## config.mk

```make
export PLATFORM = sky130hd
export DESIGN_NAME = bs_lut_wb_packer
export DESIGN_NICKNAME = d
export VERILOG_FILES = /design/src/rtl/bs_lut_wb_packer.sv
export SDC_FILE = /design/constraint.sdc
export NUM_CORES = 1
export LEC_CHECK = 0
export CAP_MARGIN = 20
export CELL_PAD_IN_SITES_DETAIL_PLACEMENT = 1
export CELL_PAD_IN_SITES_GLOBAL_PLACEMENT = 1
export CORE_ASPECT_RATIO = 1.2
export CORE_MARGIN = 3
export CORE_UTILIZATION = 35
export CTS_CLUSTER_DIAMETER = 150
export CTS_CLUSTER_SIZE = 16
export DETAILED_ROUTE_END_ITERATION = 8
export GPL_ROUTABILITY_DRIVEN = 0
export PLACE_DENSITY_LB_ADDON = 0.3
export SETUP_SLACK_MARGIN = 0.05
export SLEW_MARGIN = 20
export SYNTH_ARGS = -nofsm -noshare
export SYNTH_HDL_FRONTEND = slang
export SYNTH_SLANG_ARGS = --single-unit
```

## constraint.sdc

```tcl
create_clock -name clk -period 2.89 [get_ports clk]
set_clock_uncertainty 0.1 [all_clocks]
set_input_delay 0.578 -clock clk [delete_from_list [all_inputs] [get_ports clk]]
set_output_delay 0.578 -clock clk [all_outputs]
set_load 0.01 [all_outputs]
```

## src/rtl/bs_lut_wb_packer.sv

```systemverilog
// bs_lut_wb_packer: drains tile_len output-buffer rows (rd_en/rd_addr/rd_sel/rd_data) into AXIS_DW beats on m_axis_*, start/busy/done control
module bs_lut_wb_packer #(
  parameter int BS_COLS = 36,
  parameter int PSU_DW = 8,
  parameter int AXIS_DW = 64,
  parameter int BS_OUT_BUF_DEPTH = 10
) (
  input  logic clk,
  input  logic rst,
  input  logic start,
  input  logic [BS_OUT_BUF_DEPTH:0] tile_len,
  input  logic buf_sel_in,
  output logic busy,
  output logic done,
  output logic rd_en,
  output logic [BS_OUT_BUF_DEPTH-1:0] rd_addr,
  output logic rd_sel,
  input  logic [BS_COLS*PSU_DW-1:0] rd_data,
  output logic [AXIS_DW-1:0] m_axis_tdata,
  output logic m_axis_tvalid,
  input  logic m_axis_tready,
  output logic m_axis_tlast
);
  localparam int LPB = AXIS_DW / PSU_DW;
  localparam int NGRP = (BS_COLS + LPB - 1) / LPB;
  localparam int GW = NGRP > 1 ? $clog2(NGRP) : 1;
  typedef enum logic [2:0] {IDLE, RD, WAIT, SEND, DONE} state_t;
  state_t state;
  logic [BS_OUT_BUF_DEPTH:0] len, addr;
  logic [GW-1:0] grp;
  logic sel;
  logic [NGRP*AXIS_DW-1:0] row;
  logic last_grp, last_addr;
  assign last_grp = grp == GW'(NGRP - 1);
  assign last_addr = addr + 1'b1 == len;
  always_ff @(posedge clk) begin
    if (rst) begin
      state <= IDLE;
      len <= '0;
      addr <= '0;
      grp <= '0;
      sel <= 1'b0;
      row <= '0;
    end else begin
      case (state)
        IDLE: if (start) begin
          if (tile_len != '0) begin
            len <= tile_len;
            sel <= buf_sel_in;
            addr <= '0;
            grp <= '0;
            state <= RD;
          end else state <= DONE;
        end
        RD: state <= WAIT;
        WAIT: begin
          row <= (NGRP*AXIS_DW)'(rd_data);
          state <= SEND;
        end
        SEND: if (m_axis_tready) begin
          if (!last_grp) grp <= grp + 1'b1;
          else if (!last_addr) begin
            addr <= addr + 1'b1;
            grp <= '0;
            state <= RD;
          end else state <= DONE;
        end
        DONE: state <= IDLE;
        default: state <= IDLE;
      endcase
    end
  end
  assign busy = state != IDLE;
  assign done = state == DONE;
  assign rd_en = state == RD;
  assign rd_addr = addr[BS_OUT_BUF_DEPTH-1:0];
  assign rd_sel = sel;
  assign m_axis_tvalid = state == SEND;
  assign m_axis_tlast = m_axis_tvalid && last_grp && last_addr;
  assign m_axis_tdata = row[AXIS_DW*grp +: AXIS_DW];
endmodule

```

==> metrics.csv, run 1 <==
stage,metric,value,unit
run_status,outcome,finished with violations,
run_status,failing checks,negative setup slack,
synthesis,sequential share of the synthesized area,45.9,%
route,Post-Route WL,51100,um
route,routed vias,13500,
setup_path,Worst Path Required,2.21,ns
clock_network,CTS tree,yes,
die,die area,41900,um2
power_and_ir_drop,Clock Power Share,28.7,%
synthesis,ys async rst share,0,%
power_and_ir_drop,combinational power share,23.2,%
timing,setup TNS,-0.613,ns
global_route,initial antenna violation count,12,
clock_network,CTS buffer count,23,
clock_network,htree depth,1,
synthesis,most frequent cell after synthesis,nand2_1,
placement,number of buffers added on ports,383,
power_and_ir_drop,Reg power frac,48.1,%
setup_path,CP Max Fanout,5,
synthesis,post-synth top area cell,dfxtp_1,
synthesis,cell count after synthesis,1752,
clock_network,Root Buffer,clkbuf_16,
layout,share of layout cells above drive strength 1,13.6,%
synthesis,Synth Net Count,2059,
setup_path,CP Launch Type,flip-flop,
timing,RSZ-0062 raised after global routing,true,
setup_path,crit path kind,flip-flop to output port,
layout,synthesis-to-layout area growth,42.6,%
global_route,largest net degree at the start of global routing,180,
route,routed length per instance,19.2,um
global_route,first-pass GRT wire length,78600,um
run,max-cap viol count,0,
timing,Achievable Freq,0.319,GHz
layout,"Core Util, Final",50.7,%
clock_network,"Clk pin slew, worst setup/hold paths",0.08,ns
power_and_ir_drop,Leakage,7.02,nW
timing,post-route clock period utilization,108,%
synthesis,number of synthesized register bits,317,
timing,Max Slew Vio Count,0,
clock_network,Longest Clk Path Bufs,3,
placement,Post-Place Worst Slack,-0.430,ns
clock_network,clk_lat worst skew,0.54,ns
timing,final setup vio count,10,
global_route,number of global-route vias before repair,14400,
synthesis,"Avg Cell Area, Syn",7.89,um2
synthesis,synth warn,0,
power_and_ir_drop,PwrDens,526,nW/um2
die,Initial Util,35.6,%
route,First DRT Iteration DRCs,631,
die,# rows,79,
min_path,hold crit path type,primary input to flip-flop,
power_and_ir_drop,Psw,0.00306,W
synthesis,top cell types by occurrence after synthesis,"nand2_1, a21oi_1, dfxtp_1",
die,Die Span X,187,um
setup_path,Worst EP arrival,2.45,ns
synthesis,largest cells by area after synthesis,"dfxtp_1, nand2_1, a21oi_1",
timing,final worst slack,-0.242,ns
placement,post-DP HPWL,35100,um
synthesis,Synth top area share,45.9,%
clock_network,clock sinks,317,
timing,Least-Margin Pin Slew,0.910,ns
global_route,Total GRT Usage,23.2,%
synthesis,number of synthesized flops with an enable pin,0,
power_and_ir_drop,Max VDD drop,402,uV
setup_path,Crit. End Element,output port,
route,1st-pass router iterations,4,
die,top-level I/O count,384,
route,Post-route DRC,0,
die,CORE AREA,38800,um2
synthesis,mapped cell area,13800,um2
layout,Final nets,2424,
route,via/cell ratio,5.10,
timing,Final Critical Period,3.13,ns
die,Die Span Y,224,um
synthesis,ys flop type,dfxtp_1,
timing,Slew HR,39.3,%
route,final antenna-violating net count,0,
power_and_ir_drop,Pint,0.00732,W
synthesis,Cell variety after synth,56,
clock_network,hold-fix buffers at CTS,0,
power_and_ir_drop,Sw Share,29.5,%
global_route,GRT overflow,0,
timing,Final Hold Viols,0,
## power groups by stage
stage	sequential (W)	clock (W)	combinational (W)
floorplan	0.00501	0	0.00128
detailed placement	0.00508	0	0.00235
global route	0.00504	0.00325	0.00266
global placement	0.00506	0	0.00230
finish	0.00499	0.00297	0.00240
CTS	0.00499	0.00309	0.00238
## worst paths after layout
path                                from      endpoint  slack [ns]  cells after the start
worst min register to register  row[101]      row[101]        0.36                      2
worst max-delay path             addr[1]  m_axis_tlast       -0.24                      9
worst max register to register   addr[1]       addr[8]        0.14                     10
worst min-delay path                 rst      row[271]        0.33                      2
## final cells by class
type	instances	area [um2]
sequential	317	6370
multi-input combinational	1279	7150
clock buffer	24	579
inverter	4	15.0
antenna	12	30.0
timing repair buffer	492	4890
fill	4564	19100
clock inverter	2	13.8
tap	526	658
## cell families after synthesis
| family | count (synthesis) | synth area share, % |
|---|---|---|
| AND/OR/NAND/NOR | 756 | 22.3 |
| AO/OA/AOI/OAI | 410 | 15.9 |
| buffers and inverters | 156 | 4.74 |
| XOR/XNOR | 12 | 0.761 |
| flip-flops | 317 | 45.9 |
| multiplexers | 98 | 10.0 |
| adder cells (fa/ha/maj) | 3 | 0.272 |
## flip-flops by register name (all words and copies together) (netlist names)
signal	count
addr	11
grp	3
len	11
rd_sel	1
row	288
state	3
## stage by stage
stage	instance area [um2]	instances	hold slack, ns	total power (W)
2_1_floorplan	13800	1752	0.333	0.00629
3_3_place_gp	18400	2579	0.339	0.00736
3_5_place_dp	18400	2579	0.347	0.00744
4_1_cts	19400	2634	0.307	0.0104
5_1_grt	19700	2655	0.331	0.0109
6_report	19700	2656	0.329	0.0104
## per-layer routing
layer	track usage [%]	share of wire [%]	vias up
met5	0	0.037	-
met4	8.28	2.6	2
met3	5.84	6.5	74
met2	42.0	52	315
met1	26.5	39	6560
li1	-	-	6588
## worst max-delay path: stages (launching register included)
cell,delay [ns]
dfxtp_2,0.36
ha_4,0.18
nand4_4,0.12
or2_4,0.30
o21ai_4,0.15
a31oi_4,0.12
nor4_4,0.30
nand2_1,0.11
nor2_1,0.11
buf_2,0.16
## placed cells by master, fill, tap and decap left out, drive strengths merged, types with 7 or more instances in the layout
master         Yosys  final
mux2i             65     65
nor2              48     48
clkbuf           120     33
dfxtp            317    317
clkdlybuf4s50      0    317
nand2            617    617
o21ai             12     12
mux4              32     32
a21oi            335    335
nor2b             33     33
dlygate4sd2        0     12
buf               32    151
xor2               7      7
diode              0     12
o22ai             33     33
nand3             12     12
## repair_timing
item,CTS,global route
buffers inserted,27,14
resized for setup,251,100
cloned,2,0
pin swaps,7,9
endpoints found under the setup margin,69,54
Note: power is estimated with default switching activity, not from simulation.
==> run 2, diff against run 1 <==
--- a/config.mk
+++ b/config.mk
@@ -10,7 +10,7 @@
 export CELL_PAD_IN_SITES_GLOBAL_PLACEMENT = 1
 export CORE_ASPECT_RATIO = 1.2
 export CORE_MARGIN = 3
-export CORE_UTILIZATION = 35
+export CORE_UTILIZATION = 29
 export CTS_CLUSTER_DIAMETER = 150
 export CTS_CLUSTER_SIZE = 16
 export DETAILED_ROUTE_END_ITERATION = 8
==> run 2 against run 1 <==
Net effect: total power rose by 1.0%; sequential cell count did not move; via count fell by 0.29%; utilization fell by 7.9 points; worst setup slack improved by 0.036 ns; the flow still finishes with violations (negative setup slack); largest cell class unchanged; critical path depth did not move; global-route usage fell by 2.8 points; largest power group unchanged.
==> metrics.csv, run 2 (synthesis results as in run 1) <==
stage,metric,value,unit,change
setup_path,crit path kind,flip-flop to output port,,unchanged
layout,synthesis-to-layout area growth,45.9,%,was 42.6%
route,routed length per instance,19.6,um,was 19.2 um
die,# rows,87,,was 79
clock_network,clk_lat worst skew,0.55,ns,was 0.54 ns
timing,post-route clock period utilization,107,%,was 108%
global_route,first-pass GRT wire length,81000,um,was 78600 um
route,via/cell ratio,4.92,,was 5.10
timing,Achievable Freq,0.323,GHz,was 0.319 GHz
timing,Max Slew Vio Count,0,,unchanged
power_and_ir_drop,Max VDD drop,382,uV,was 402 uV
route,1st-pass router iterations,4,,unchanged
setup_path,peak per-stage delay on the critical path,0.37,ns,was 0.36 ns
global_route,Total GRT Usage,20.4,%,was 23.2%
placement,number of buffers added on ports,383,,unchanged
die,Die Span Y,245,um,was 224 um
die,die area,50300,um2,was 41900 um2
setup_path,RR Endpoint,addr[8],,unchanged
global_route,largest net degree at the start of global routing,193,,was 180
run_status,outcome,finished with violations,,unchanged
timing,Final Hold Viols,0,,unchanged
layout,share of layout cells above drive strength 1,15.7,%,was 13.6%
route,Post-Route WL,53700,um,was 51100 um
placement,placed insts,2665,,was 2579
timing,Final Critical Period,3.10,ns,was 3.13 ns
setup_path,Worst EP arrival,2.42,ns,was 2.45 ns
run,max-cap viol count,0,,unchanged
die,Die Span X,205,um,was 187 um
setup_path,"CP delay by family, top",simple AND/OR/NAND/NOR gates,,unchanged
layout,Largest register FFs,288,,unchanged
die,top-level I/O count,384,,unchanged
setup_path,worst reg2reg path depth,9,,was 10
clock_network,clock sinks,317,,unchanged
power_and_ir_drop,Clock Power Share,28.8,%,was 28.7%
power_and_ir_drop,Reg power frac,47.8,%,was 48.1%
placement,Post-Place Worst Slack,-0.235,ns,was -0.430 ns
global_route,initial antenna violation count,8,,was 12
die,CORE AREA,47000,um2,was 38800 um2
setup_path,crit-path cells,ha_4 > or2b_1 > nand3_2 > and3b_1 > nand4_1 > nor4_2 > nand2_1 > nor2_1 > buf_2,,was ha_4 > nand4_4 > or2_4 > o21ai_4 > a31oi_4 > nor4_4 > nand2_1 > nor2_1 > buf_2
global_route,number of global-route vias before repair,14200,,was 14.4k
setup_path,Setup crit end,m_axis_tlast,,unchanged
timing,final worst slack,-0.206,ns,was -0.242 ns
setup_path,Worst Path Required,2.21,ns,about the same
layout,most frequent cells in the layout,"nand2_1, a21oi_1, clkdlybuf4s50_1, dfxtp_1, buf_4",,unchanged
layout,Final nets,2422,,was 2424
route,Post-route DRC,0,,unchanged
power_and_ir_drop,Psw,0.00313,W,was 0.00306 W
route,final antenna-violating net count,0,,unchanged
placement,post-DP HPWL,36000,um,was 35100 um
min_path,hold crit path type,primary input to flip-flop,,unchanged
clock_network,Longest Clk Path Bufs,3,,unchanged
die,Initial Util,29.4,%,was 35.6%
layout,most flop-heavy register,row,,unchanged
power_and_ir_drop,Pint,0.00735,W,was 0.00732 W
global_route,GRT overflow,0,,unchanged
clock_network,CTS tree,yes,,unchanged
clock_network,Root Buffer,clkbuf_16,,unchanged
clock_network,"Clk pin slew, worst setup/hold paths",0.08,ns,about the same
route,routed vias,13500,,about the same
layout,"commonest non-fill, non-tap cell in the layout",nand2_1,,unchanged
timing,final setup vio count,2,,was 10
clock_network,CTS buffer count,23,,unchanged
timing,Least-Margin Pin Slew,1.08,ns,was 0.910 ns
run_status,failing checks,negative setup slack,,unchanged
setup_path,worst r2r src,addr[1],,unchanged
timing,RSZ-0062 raised after global routing,true,,unchanged
setup_path,CP Max Fanout,5,,unchanged
route,First DRT Iteration DRCs,567,,was 631
setup_path,CP startpoint,addr[0],,was addr[1]
layout,Largest regs,"row x288, addr x11, len x11",,unchanged
layout,Post-Layout Cell Count,2744,,was 2656
clock_network,htree depth,1,,unchanged
timing,Slew HR,28.1,%,was 39.3%
power_and_ir_drop,Sw Share,29.9,%,was 29.5%
setup_path,number of stages on the worst setup path,9,,unchanged
setup_path,R2R setup slack,0.18,ns,was 0.14 ns
setup_path,Crit. End Element,output port,,unchanged
setup_path,CP Launch Type,flip-flop,,unchanged
power_and_ir_drop,combinational power share,23.5,%,was 23.2%
setup_path,critical path buffer and inverter count,1,,unchanged
timing,setup TNS,-0.215,ns,was -0.613 ns
setup_path,"Slowest-stage cell, CP",dfxtp_2,,unchanged
power_and_ir_drop,PwrDens,520,nW/um2,was 526 nW/um2
power_and_ir_drop,Leakage,7.07,nW,was 7.02 nW
[run 2: cell count changes in the layout (fill, tap and decap cells not counted), sizes merged]
| cell | previous run | this run |
|---|---|---|
| clkbuf | 33 | 30 |
| clkdlybuf4s15 | 3 | 1 |
| diode | 12 | 5 |
| buf | 151 | 165 |
| dlygate4sd2 | 12 | 0 |
| bufbuf | 0 | 1 |
[run 2: stage by stage]
stage,util (%),area (um2),hold WS (ns),power [W]
finish,42.9,20200,0.229,0.0105
detailed placement,39.3,18500,0.346,0.00747
global placement,39.3,18500,0.339,0.00740
CTS,42.2,19900,0.186,0.0106
global route,42.9,20200,0.222,0.0111
floorplan,-,13800,0.333,0.00629
[run 2: area by class of cell]
cell class | count | area, um2
fill | 5535 | 26900
multi-input combinational | 1279 | 7310
sequential | 317 | 6370
timing repair buffer | 490 | 5070
tap | 623 | 779
clock buffer | 24 | 579
inverter | 4 | 15.0
clock inverter | 2 | 13.8
antenna | 5 | 12.5
[run 2: worst min path at each step]
stage | startpoint | end | slack [ns] | cells after the start
final | rst | row[15] | 0.23 | 2
after floorplan | row[160] | row[160] | 0.33 | 2
after CTS | rst | row[15] | 0.19 | 2
after global routing | rst | row[272] | 0.22 | 2
after detailed placement | row[173] | row[173] | 0.35 | 2
after global placement | row[241] | row[241] | 0.34 | 2
[run 2: power groups by stage]
stage               registers [W]  clock network (W)  logic [W]
floorplan                 0.00501                  0    0.00128
global placement          0.00506                  0    0.00234
detailed placement        0.00508                  0    0.00238
CTS                       0.00500            0.00314    0.00243
global route              0.00505            0.00328    0.00273
finish                    0.00501            0.00301    0.00246
[run 2: routing by layer]
layer | GRT usage, % | share of wire (%)
met4 | 5.91 | 2.3
met1 | 24.3 | 41
met2 | 36.4 | 51
met3 | 4.91 | 6.3
met5 | 0 | 0.084
[run 2: repair_timing]
item                       CTS  global route
pin swaps                    8            18
gates cloned                11             0
gates resized for setup    323           103
hold buffers                 0             0
setup endpoints to repair   67            44
hold endpoints to repair     0             0
buffers inserted            32             8
==> run 3, diff against run 2 <==
--- a/config.mk
+++ b/config.mk
@@ -11,6 +11,7 @@
 export CORE_ASPECT_RATIO = 1.2
 export CORE_MARGIN = 3
 export CORE_UTILIZATION = 29
+export CTS_BUF_LIST = sky130_fd_sc_hd__clkbuf_8
 export CTS_CLUSTER_DIAMETER = 150
 export CTS_CLUSTER_SIZE = 16
 export DETAILED_ROUTE_END_ITERATION = 8
==> run 3 against run 2 <==
Net effect: the flow still finishes with violations (negative setup slack); global-route usage rose by 0.11 points; hold slack got worse by 0.071 ns; first-iteration DRC count fell by 2.5%; critical endpoint unchanged.
==> metrics.csv, run 3 (synthesis results as in run 1) <==
stage,metric,value,unit,change
setup_path,critical path buffer and inverter count,1,,unchanged
timing,Final Critical Period,3.11,ns,was 3.10 ns
global_route,met3 Use GR,4.97,%,was 4.91%
timing,Slew HR,29.7,%,was 28.1%
timing,RSZ-0062 raised after global routing,true,,unchanged
setup_path,"CP delay by family, top",simple AND/OR/NAND/NOR gates,,unchanged
route,Post-route DRC,0,,unchanged
layout,Largest register FFs,288,,unchanged
setup_path,worst reg2reg path depth,9,,unchanged
timing,hold slack,0.158,ns,was 0.229 ns
layout,Largest regs,"row x288, addr x11, len x11",,unchanged
clock_network,Longest Clk Path Bufs,3,,unchanged
setup_path,R2R setup slack,0.18,ns,about the same
timing,Final Hold Viols,0,,unchanged
placement,DP Area,18500,um2,unchanged
clock_network,Root Buffer,clkbuf_8,,was clkbuf_16
setup_path,Worst Path Required,2.21,ns,about the same
layout,Post-Layout Cell Count,2770,,was 2744
global_route,number of global-route vias before repair,14200,,about the same
clock_network,hold-fix buffers at CTS,0,,unchanged
global_route,met1 GRT Util,24.4,%,was 24.3%
setup_path,Setup crit end,m_axis_tlast,,unchanged
die,die area,50300,um2,unchanged
placement,post-DP HPWL,36000,um,unchanged
placement,placed insts,2665,,unchanged
setup_path,peak per-stage delay on the critical path,0.37,ns,about the same
layout,Final nets,2446,,was 2422
setup_path,CP Launch Type,flip-flop,,unchanged
die,Initial Util,29.4,%,unchanged
layout,"commonest non-fill, non-tap cell in the layout",nand2_1,,unchanged
power_and_ir_drop,Leakage,7.17,nW,was 7.07 nW
setup_path,crit-path cells,ha_4 > or2b_1 > nand3_1 > and3b_1 > nand4_1 > nor4_1 > nand2_1 > nor2_1 > buf_2,,was ha_4 > or2b_1 > nand3_2 > and3b_1 > nand4_1 > nor4_2 > nand2_1 > nor2_1 > buf_2
global_route,Total GRT Usage,20.5,%,was 20.4%
clock_network,clock sinks,317,,unchanged
die,CORE AREA,47000,um2,unchanged
global_route,initial antenna violation count,10,,was 8
route,Post-Route WL,55200,um,was 53700 um
setup_path,worst r2r src,addr[1],,unchanged
route,routed vias,13600,,was 13.5k
die,Die Span X,205,um,unchanged
die,Die Span Y,245,um,unchanged
setup_path,crit path kind,flip-flop to output port,,unchanged
placement,number of buffers added on ports,383,,unchanged
setup_path,number of stages on the worst setup path,9,,unchanged
setup_path,Worst EP arrival,2.43,ns,was 2.42 ns
timing,Max Slew Vio Count,0,,unchanged
route,routed length per instance,19.9,um,was 19.6 um
clock_network,htree depth,1,,unchanged
layout,synthesis-to-layout area growth,48.9,%,was 45.9%
setup_path,CP Max Fanout,5,,unchanged
layout,"Core Util, Final",43.8,%,was 42.9%
global_route,met2 Use GR,36.4,%,about the same
power_and_ir_drop,PwrDens,475,nW/um2,was 520 nW/um2
clock_network,clk_lat worst skew,0.61,ns,was 0.55 ns
clock_network,CTS buffer count,23,,unchanged
global_route,Top Usage Layer GRT,met2,,unchanged
global_route,GRT overflow,0,,unchanged
route,via/cell ratio,4.92,,about the same
min_path,hold crit path type,primary input to flip-flop,,unchanged
timing,setup TNS,-0.245,ns,was -0.215 ns
die,# rows,87,,unchanged
route,First DRT Iteration DRCs,553,,was 567
die,top-level I/O count,384,,unchanged
run,max-cap viol count,0,,unchanged
layout,share of layout cells above drive strength 1,17.8,%,was 15.7%
global_route,largest net degree at the start of global routing,193,,unchanged
layout,most flop-heavy register,row,,unchanged
route,1st-pass router iterations,4,,unchanged
run_status,outcome,finished with violations,,unchanged
layout,most frequent cells in the layout,"nand2_1, clkdlybuf4s50_1, a21oi_1, dfxtp_1, buf_4",,"was nand2_1, a21oi_1, clkdlybuf4s50_1, dfxtp_1, buf_4"
run_status,failing checks,negative setup slack,,unchanged
timing,post-route clock period utilization,108,%,was 107%
timing,Least-Margin Pin Slew,1.05,ns,was 1.08 ns
clock_network,"Clk pin slew, worst setup/hold paths",0.12,ns,was 0.08 ns
setup_path,RR Endpoint,addr[8],,unchanged
timing,final worst slack,-0.218,ns,was -0.206 ns
setup_path,"Slowest-stage cell, CP",dfxtp_2,,unchanged
layout,final cell area excluding filler cells,20600,um2,was 20200 um2
global_route,first-pass GRT wire length,81200,um,was 81000 um
setup_path,Crit. End Element,output port,,unchanged
timing,Achievable Freq,0.322,GHz,was 0.323 GHz
power_and_ir_drop,Max VDD drop,321,uV,was 382 uV
setup_path,CP startpoint,addr[1],,was addr[0]
route,final antenna-violating net count,0,,unchanged
timing,final setup vio count,4,,was 2
clock_network,CTS tree,yes,,unchanged
-- run 3: area by class of cell --
cell class | count | area (um2)
clock inverters | 3 | 16.3
well taps | 623 | 779
clock buffers | 23 | 317
diodes | 7 | 17.5
flip-flops and latches | 317 | 6370
multi-input cells | 1279 | 7530
inverters | 4 | 17.5
fillers | 5506 | 26400
repair buffers | 514 | 5530
-- run 3: worst min-delay path by stage --
stage,startpoint,slack [ns],depth (start not counted),to
finish,rst,0.16,2,row[15]
global route,rst,0.12,2,row[272]
CTS,rst,0.09,2,grp[0]
detailed placement,row[173],0.35,2,row[173]
global placement,row[241],0.34,2,row[241]
floorplan,row[160],0.33,2,row[160]
-- run 3: through the flow --
stage | worst slack [ns] | power (W)
final | -0.218 | 0.00978
after global routing | -0.365 | 0.0104
after CTS | -0.242 | 0.00979
after detailed placement | -0.235 | 0.00747
after global placement | -0.141 | 0.00740
after floorplan | 0.260 | 0.00629
-- run 3: worst reg2reg max path, cell delays in order, from the launching register on --
cell and delay, ns:
dfxtp_2 0.37, ha_4 0.18, nand4_4 0.15, or2_1 0.28, a41o_1 0.27, a31oi_4 0.19, buf_4 0.17, nor3_1 0.05
a211o_1 0.45, a221o_1 0.39
-- run 3: what timing repair did --
action	CTS	global route
gates resized for setup	376	140
setup buffers	44	18
cloned	13	6
pin swaps	15	23
endpoints found under the setup margin	67	71
-- run 3: report_power, final --
group	internal (W)	total, W	leakage (nW)	switching (W)
clock network	0.000725	0.00222	0.175	0.00150
registers	0.00476	0.00501	2.59	0.000250
logic	0.00123	0.00255	4.41	0.00132
-- run 3: routing by layer --
layer | wire length, um | part of all wire (%)
met1 | 22300 | 40
met2 | 28200 | 51
met3 | 3470 | 6.3
met4 | 1310 | 2.4
met5 | 35 | 0.063
